## config.mk

```make
export PLATFORM = sky130hd
export DESIGN_NAME = serial_adder
export DESIGN_NICKNAME = d
export VERILOG_FILES = /design/src/rtl/serial_adder_pkg.sv /design/src/rtl/serial_adder_full_adder_bit.sv /design/src/rtl/serial_adder.sv
export SDC_FILE = /design/constraint.sdc
export NUM_CORES = 1
export LEC_CHECK = 0
export ABC_AREA = 1
export BUFFER_PORTS_ARGS = -buffer_cell sky130_fd_sc_hd__buf_2
export CAP_MARGIN = 10
export CORE_ASPECT_RATIO = 0.5
export CORE_MARGIN = 1.5
export CORE_UTILIZATION = 50
export DETAILED_ROUTE_END_ITERATION = 7
export PLACE_DENSITY_LB_ADDON = 0.15
export SETUP_SLACK_MARGIN = 0.3
export SYNTH_ARGS = -nofsm -noshare
export SYNTH_HDL_FRONTEND = slang
export SYNTH_HIERARCHICAL = 1
export SYNTH_SLANG_ARGS = --single-unit
export TNS_END_PERCENT = 30
```

## constraint.sdc

```tcl
create_clock -name sys_clk -period 1.16 [get_ports sys_clk]
set_input_delay 0.174 -clock sys_clk [delete_from_list [all_inputs] [get_ports sys_clk]]
set_output_delay 0.174 -clock sys_clk [all_outputs]
set_load 0.02 [all_outputs]
```

## src/rtl/serial_adder_pkg.sv

```systemverilog
// Shared definitions for the bit-serial adder: FSM state encoding and
// the width of the bit counter.
package serial_adder_pkg;

  typedef enum logic [1:0] {
    IDLE = 2'd0,
    RUN  = 2'd1,
    DONE = 2'd2
  } state_e;

  // $clog2 of 1 is 0; the counter always keeps at least one bit.
  function automatic int cnt_width(input int width);
    return (width <= 2) ? 1 : $clog2(width);
  endfunction

endpackage

```

## src/rtl/serial_adder_full_adder_bit.sv

```systemverilog
// One-bit combinational full-adder cell, reused every cycle by serial_adder.
module full_adder_bit (
  input  logic a,
  input  logic b,
  input  logic cin,
  output logic s,
  output logic cout
);

  assign s    = a ^ b ^ cin;
  assign cout = (a & b) | (cin & (a ^ b));

endmodule

```

## src/rtl/serial_adder.sv

```systemverilog
// WIDTH-bit serial adder: one full-adder cell, LSB first, start/busy/done handshake.
// Define SERIAL_ADDER_OVF_EN to add a registered signed-overflow output.
module serial_adder
  import serial_adder_pkg::*;
#(
  parameter int WIDTH = 8
) (
  input  logic             sys_clk,
  input  logic             sys_rst_n,
  input  logic             start,
  input  logic [WIDTH-1:0] addend,
  input  logic [WIDTH-1:0] augend,
  input  logic             carry_in,
  output logic             busy,
  output logic             done,
  output logic [WIDTH-1:0] sum,
  output logic             carry_out
`ifdef SERIAL_ADDER_OVF_EN
  ,
  output logic             overflow
`endif
);

  localparam int CNT_W = cnt_width(WIDTH);
  localparam logic [CNT_W-1:0] CNT_LAST = CNT_W'(WIDTH - 1);

  state_e           state_q, state_d;
  logic [WIDTH-1:0] a_sr_q, a_sr_d;
  logic [WIDTH-1:0] b_sr_q, b_sr_d;
  logic [WIDTH-1:0] s_sr_q, s_sr_d;
  logic [CNT_W-1:0] cnt_q, cnt_d;
  logic             carry_q, carry_d;
  logic             busy_q, busy_d;
  logic             done_q, done_d;
  logic [WIDTH-1:0] sum_q, sum_d;
  logic             carry_out_q, carry_out_d;
`ifdef SERIAL_ADDER_OVF_EN
  logic             overflow_q, overflow_d;
`endif

  logic             fa_s;
  logic             fa_c;
  logic [WIDTH-1:0] s_sr_next;

  full_adder_bit u_fa (
    .a    (a_sr_q[0]),
    .b    (b_sr_q[0]),
    .cin  (carry_q),
    .s    (fa_s),
    .cout (fa_c)
  );

  // New sum bit enters at the MSB so the LSB-first result lands in order.
  assign s_sr_next = (s_sr_q >> 1) | (WIDTH'(fa_s) << (WIDTH - 1));

  always_comb begin
    state_d     = state_q;
    a_sr_d      = a_sr_q;
    b_sr_d      = b_sr_q;
    s_sr_d      = s_sr_q;
    cnt_d       = cnt_q;
    carry_d     = carry_q;
    sum_d       = sum_q;
    carry_out_d = carry_out_q;
`ifdef SERIAL_ADDER_OVF_EN
    overflow_d  = overflow_q;
`endif
    case (state_q)
      IDLE: begin
        if (start) begin
          state_d = RUN;
          a_sr_d  = addend;
          b_sr_d  = augend;
          carry_d = carry_in;
          cnt_d   = '0;
        end
      end
      RUN: begin
        a_sr_d  = a_sr_q >> 1;
        b_sr_d  = b_sr_q >> 1;
        s_sr_d  = s_sr_next;
        carry_d = fa_c;
        cnt_d   = cnt_q + 1'b1;
        if (cnt_q == CNT_LAST) begin
          state_d     = DONE;
          sum_d       = s_sr_next;
          carry_out_d = fa_c;
`ifdef SERIAL_ADDER_OVF_EN
          // carry into the MSB is the carry flop while the MSB is processed
          overflow_d  = carry_q ^ fa_c;
`endif
        end
      end
      DONE:    state_d = IDLE;
      default: state_d = IDLE;
    endcase
    busy_d = (state_d != IDLE);
    done_d = (state_d == DONE);
  end

  always_ff @(posedge sys_clk or negedge sys_rst_n) begin
    if (!sys_rst_n) begin
      state_q     <= IDLE;
      a_sr_q      <= '0;
      b_sr_q      <= '0;
      s_sr_q      <= '0;
      cnt_q       <= '0;
      carry_q     <= 1'b0;
      busy_q      <= 1'b0;
      done_q      <= 1'b0;
      sum_q       <= '0;
      carry_out_q <= 1'b0;
`ifdef SERIAL_ADDER_OVF_EN
      overflow_q  <= 1'b0;
`endif
    end else begin
      state_q     <= state_d;
      a_sr_q      <= a_sr_d;
      b_sr_q      <= b_sr_d;
      s_sr_q      <= s_sr_d;
      cnt_q       <= cnt_d;
      carry_q     <= carry_d;
      busy_q      <= busy_d;
      done_q      <= done_d;
      sum_q       <= sum_d;
      carry_out_q <= carry_out_d;
`ifdef SERIAL_ADDER_OVF_EN
      overflow_q  <= overflow_d;
`endif
    end
  end

  assign busy      = busy_q;
  assign done      = done_q;
  assign sum       = sum_q;
  assign carry_out = carry_out_q;
`ifdef SERIAL_ADDER_OVF_EN
  assign overflow  = overflow_q;
`endif

endmodule
```

# Yosys cells after proc, flatten, opt, wreduce, memory -nomap -nowiden
# Index checks and enable logic that the tools add are counted.
# word_totals
latch_bits	0
ram_bits	0
mem_bits_ro	0
reg_bits	41
inputBits	20
word_cells	37
n_memories	0
# op_classes
mux	11
n_shift	0
reduce_logical	5
div_mod_pow	0
mul	0
magnitude_cmp	0
n_eq_ne	4
bitwise	6
add_sub_neg	1
# ops
operator	n
8-bit case mux with 2 select lines	2
8-bit two-way mux	2
7-bit by 8-bit OR with 8-bit output	1
3-bit case mux with 2 select lines	1
2-bit two-way mux	2
2-bit case mux with 2 select lines	1
2-bit AND reduction	2
2-bit nonzero test	2
3-bit by 1-bit adder with 3-bit output, second input constant	1
3-bit == test, second input constant	1
3-bit two-way mux	1
1-bit AND	2
2-bit by 1-bit == test with 1-bit output, second input constant	1
2-bit == test, second input constant	1
2-bit logical NOT	1
2-bit inequality test, second input constant	1
1-bit case mux with 2 select lines	1
1-bit XOR	2
1-bit two-way mux	1
1-bit OR	1

# Longest topological paths before layout
# logic_depth
ltp_word	4
ltp_mapped	7
ltp_nobuf	6

# By module
# Netlist, hierarchy kept.
# modules_own_cells
mod	n_inst	seq_area_each_um2	cells_each	area_per_inst_um2
serial_adder	1	1001.0	222	1974.4
full_adder_bit	1	0.0	1	20.0

# Worst setup path after synthesis
# OpenSTA, ideal clock, no wires.
# synth_path
kind	reg-to-reg
startpoint	register cnt_q[0]
endpoint	register carry_out_q, in the netlist carry_out
period_less_slack_ns	1.192
arrival_time_ns	1.071
path_slack_ns	-0.032
required_ns	1.039
stages_incl_launch_ff	6
cell_sequence	dfrtp_1 > ha_1 > ha_1 > nand2_4 > buf_6 > o21ai_1
# synth_via
elab_chain_len	2
# synth_rtl
element	line	rtl
start: declaration	serial_adder.sv:31	logic [CNT_W-1:0] cnt_q, cnt_d;
start signal: assignment	serial_adder.sv:121	cnt_q <= cnt_d;
3-bit == test	serial_adder.sv:84	if (cnt_q == CNT_LAST) begin
2-bit AND reduction (no line)	--	
end signal: assignment	serial_adder.sv:126	carry_out_q <= carry_out_d;
end: declaration	serial_adder.sv:36	logic carry_out_q, carry_out_d;
# No other way between the ends.
# A chain may end at the register's enable or synchronous reset.

# Final worst setup path
# layout_path
startpoint	register b_sr_q[0]
endpoint	register s_sr_q[7]
# layout_via
elab_chain_len	3
# layout_rtl
element	line	rtl
start: declaration	serial_adder.sv:29	logic [WIDTH-1:0] b_sr_q, b_sr_d;
start signal: assignment	serial_adder.sv:119	b_sr_q <= b_sr_d;
1-bit XOR (2 in series)	serial_adder_full_adder_bit.sv:10	assign s = a ^ b ^ cin;
via fa_s	serial_adder.sv:41	logic fa_s;
7-bit by 8-bit OR with 8-bit output	serial_adder.sv:54	assign s_sr_next = (s_sr_q >> 1) | (WIDTH'(fa_s) << (WIDTH - 1));
end signal: assignment	serial_adder.sv:120	s_sr_q <= s_sr_d;
end: declaration	serial_adder.sv:30	logic [WIDTH-1:0] s_sr_q, s_sr_d;
# The timed path passes the listed nets, and every way through them passes these cells.

==> metrics <==
status=finished, violations left; violated checks=setup timing; Clk pwr share=15.3%; CP Depth=3; P&R area growth vs syn=38.3%; FF-to-FF End=s_sr_q[7]; # diodes=0; cells on worst reg2reg path=3; CTS sink count=40; Seq pwr share=32.6%; Buf/Inv on CP=1; Final period util=103%; Detail Placement HPWL=2.70 mm; worst hold-check path type=in2reg; post-layout minimum cycle time=1.20 ns; antenna-violating nets left=0; largest net degree at the start of global routing=41; Worst setup EP type=flop; Setup violations, final=8; largest family of logic cells by synthesized area=simple AND/OR/NAND/NOR gates; DR iter-0 viols=72; leak pwr=0.00149 uW; Data arrival, critical path=1.43 ns; CP peak stage delay=0.58 ns; worst slack at placement=-0.0543 ns; layout cells sized above 1=42.7%; register area share after synthesis=50.2%; deepest clock path buffer count=2; post-synthesis compound-gate area fraction=4.89%; global-route wire length before repair=7.09 mm; Crit-path slowest cell=fa_2; crit path to=s_sr_q[7]; worst skew pair latency=0.30 ns; vias=1629; Simple-Gate Fraction of Synth Area=29.3%; Cell variety after synth=21; Via density=5.01; PortBufs=30; Worst Skew=0.00601 ns; CP Launch Point=b_sr_q[0]; Yosys warnings=6; CP Max Fanout=2; synthesized netlist cell count=223; critical path class=reg2reg; post-synthesis mux area share=0%; met3 usage=5.87%; routability cong.=0.739; Global Route met2 Usage=35.9%; worst-margin pin slew=0.224 ns; worst vdd ir=1230 uV; TritonCTS clock tree=yes; Internal Pwr Total=4510 uW; post-synthesis xor/xnor area fraction=0%; global-route usage over all layers=21.7%; Worst slew margin=85.1%; Total Wirelength=4.25 mm; CTS Root Cell=clkbuf_8; Switch Pwr=3030 uW; hold slack=0.0896 ns; die width=92.3 um; Avg Inst Size Synth=8.94 um^2; DR pass1 iterations=4; met1 track demand over resource=28.5%; initial antenna violation count=0; Syn Nets=246; die footprint=0.00440 mm^2; starting density of the core=55.1%; FF+latch count, synth=40; Layout Nets=296; adder-cell share of the synthesized area=2.26%; critical path cell sequence=fa_2 > inv_2 > o21ai_1; FF-to-FF Start=b_sr_q[0]; Combinational Power Share=52.2%; Clock Pin Slew Worst Setup and Hold Paths=0.08 ns; Core Footprint=0.00362 mm^2; CP startpoint kind=flop; switching part of the total=40.2%; GR peak layer=met2; total of max-cap violations=0; Slew Limit Fails=0; row cnt=15; RSZ-0062 raised after global routing=true; number of global-route vias before repair=1548; Pwr Density=2730 mW/mm^2; drt drc=0; post-route setup slack=-0.0405 ns; final hold vios=0; f_max=833 MHz; per-cell routed wire length=13.1 um; IO Pins=31; FF-to-FF setup slack=-0.04 ns; Critical Path RT=1.39 ns; CTS Buf Count=5; number of H-tree levels=2; total gr overflow=0; Worst path top cell family by delay=adder cells; Die Ht=47.7 um; most frequent cells in the layout=nand2_1, dfrtp_1, inv_1; post-synthesis instance area=0.00199 mm^2
[layer usage]
layer / up-vias / share of wire, %
li1: 794 / -
met1: 801 / 47
met2: 29 / 47
met3: 5 / 4.4
met4: 0 / 1.1
met5: - / 0
[how the worst min path moves through the flow]
stage	end	cells after the start	slack [ns]	start
after floorplan	a_sr_q[0]	0	-0.12	sys_rst_n
after global placement	b_sr_q[6]	2	0.16	sys_rst_n
after detailed placement	busy	2	0.17	sys_rst_n
after CTS	a_sr_q[7]	3	0.09	addend[7]
after global routing	a_sr_q[7]	3	0.12	addend[7]
final	a_sr_q[7]	3	0.09	addend[7]
[synthesized netlist by cell type]
| master | count | area share [%] |
|---|---|---|
| nand2_1 | 47 | 8.8 |
| dfrtp_1 | 40 | 50 |
| nand3_1 | 40 | 10 |
| inv_1 | 39 | 7.3 |
| nand2_4 | 10 | 5.6 |
| o21ai_0 | 9 | 2.3 |
| o21ai_1 | 8 | 2.0 |
| nand3_2 | 7 | 3.5 |
| buf_6 | 5 | 2.8 |
| buf_4 | 3 | 1.1 |
| buf_2 | 2 | 0.50 |
| ha_1 | 2 | 1.3 |
| inv_2 | 2 | 0.38 |
| nor2_1 | 2 | 0.38 |
| a21oi_1 | 1 | 0.25 |
| a22oi_1 | 1 | 0.38 |
| buf_12 | 1 | 1.0 |
| clkbuf_1 | 1 | 0.19 |
| fa_1 | 1 | 1.0 |
| nand2_2 | 1 | 0.31 |
| nor2_4 | 1 | 0.56 |
[worst min-delay path, cell delays in order]
cell     delay [ns]
buf_2          0.08
nand2_1        0.05
o21ai_2        0.05
[cell families after synthesis]
kind of cell / count (synthesis)
AND/OR/NAND/NOR: 108
flip-flops: 40
AO/OA/AOI/OAI: 19
adder cells (fa/ha/maj): 3
buffers and inverters: 53
[sequential cells by signal, indices dropped and copies added, names as in the netlist]
signal / count
sum: 8
state_q: 2
done: 1
a_sr_q: 8
carry_out: 1
b_sr_q: 8
cnt_q: 3
s_sr_q: 7
carry_q: 1
busy: 1
[per-stage QoR]
step	total power, uW	instances	area [um^2]	utilization [%]	setup TNS, ns
2_1_floorplan	4630	223	2020	-	0
3_3_place_gp	5320	312	2310	63.7	0
3_5_place_dp	5440	312	2310	63.7	-0.119
4_1_cts	7230	324	2650	73.2	-0.209
5_1_grt	8110	325	2760	76.2	-1.33
6_report	7540	325	2760	76.2	-0.150
[power by group through the flow]
stage               clock network (uW)  logic [uW]  registers (uW)
floorplan                            0        2100            2530
global placement                     0        2930            2390
detailed placement                   0        3020            2420
CTS                               1160        3630            2440
global route                      1230        4360            2520
finish                            1150        3930            2460
[layout make-up]
cell class,count,area [um^2]
clock buffer,5,68.8
clock inverter,3,42.5
fill,264,863
inverter,41,154
multi-input combinational,130,913
sequential,40,1000
tap,51,63.8
timing repair buffer,55,514
[repair_timing]
action                                 in CTS  in global routing
hold buffers                                1                  0
pin swaps                                  17                 13
setup buffers                               2                  0
endpoints found under the hold margin      40                  0
setup endpoints to repair                  51                 51
gates cloned                                1                  1
gates resized for setup                    48                 19
No activity file was read; power rests on OpenSTA's default activity.
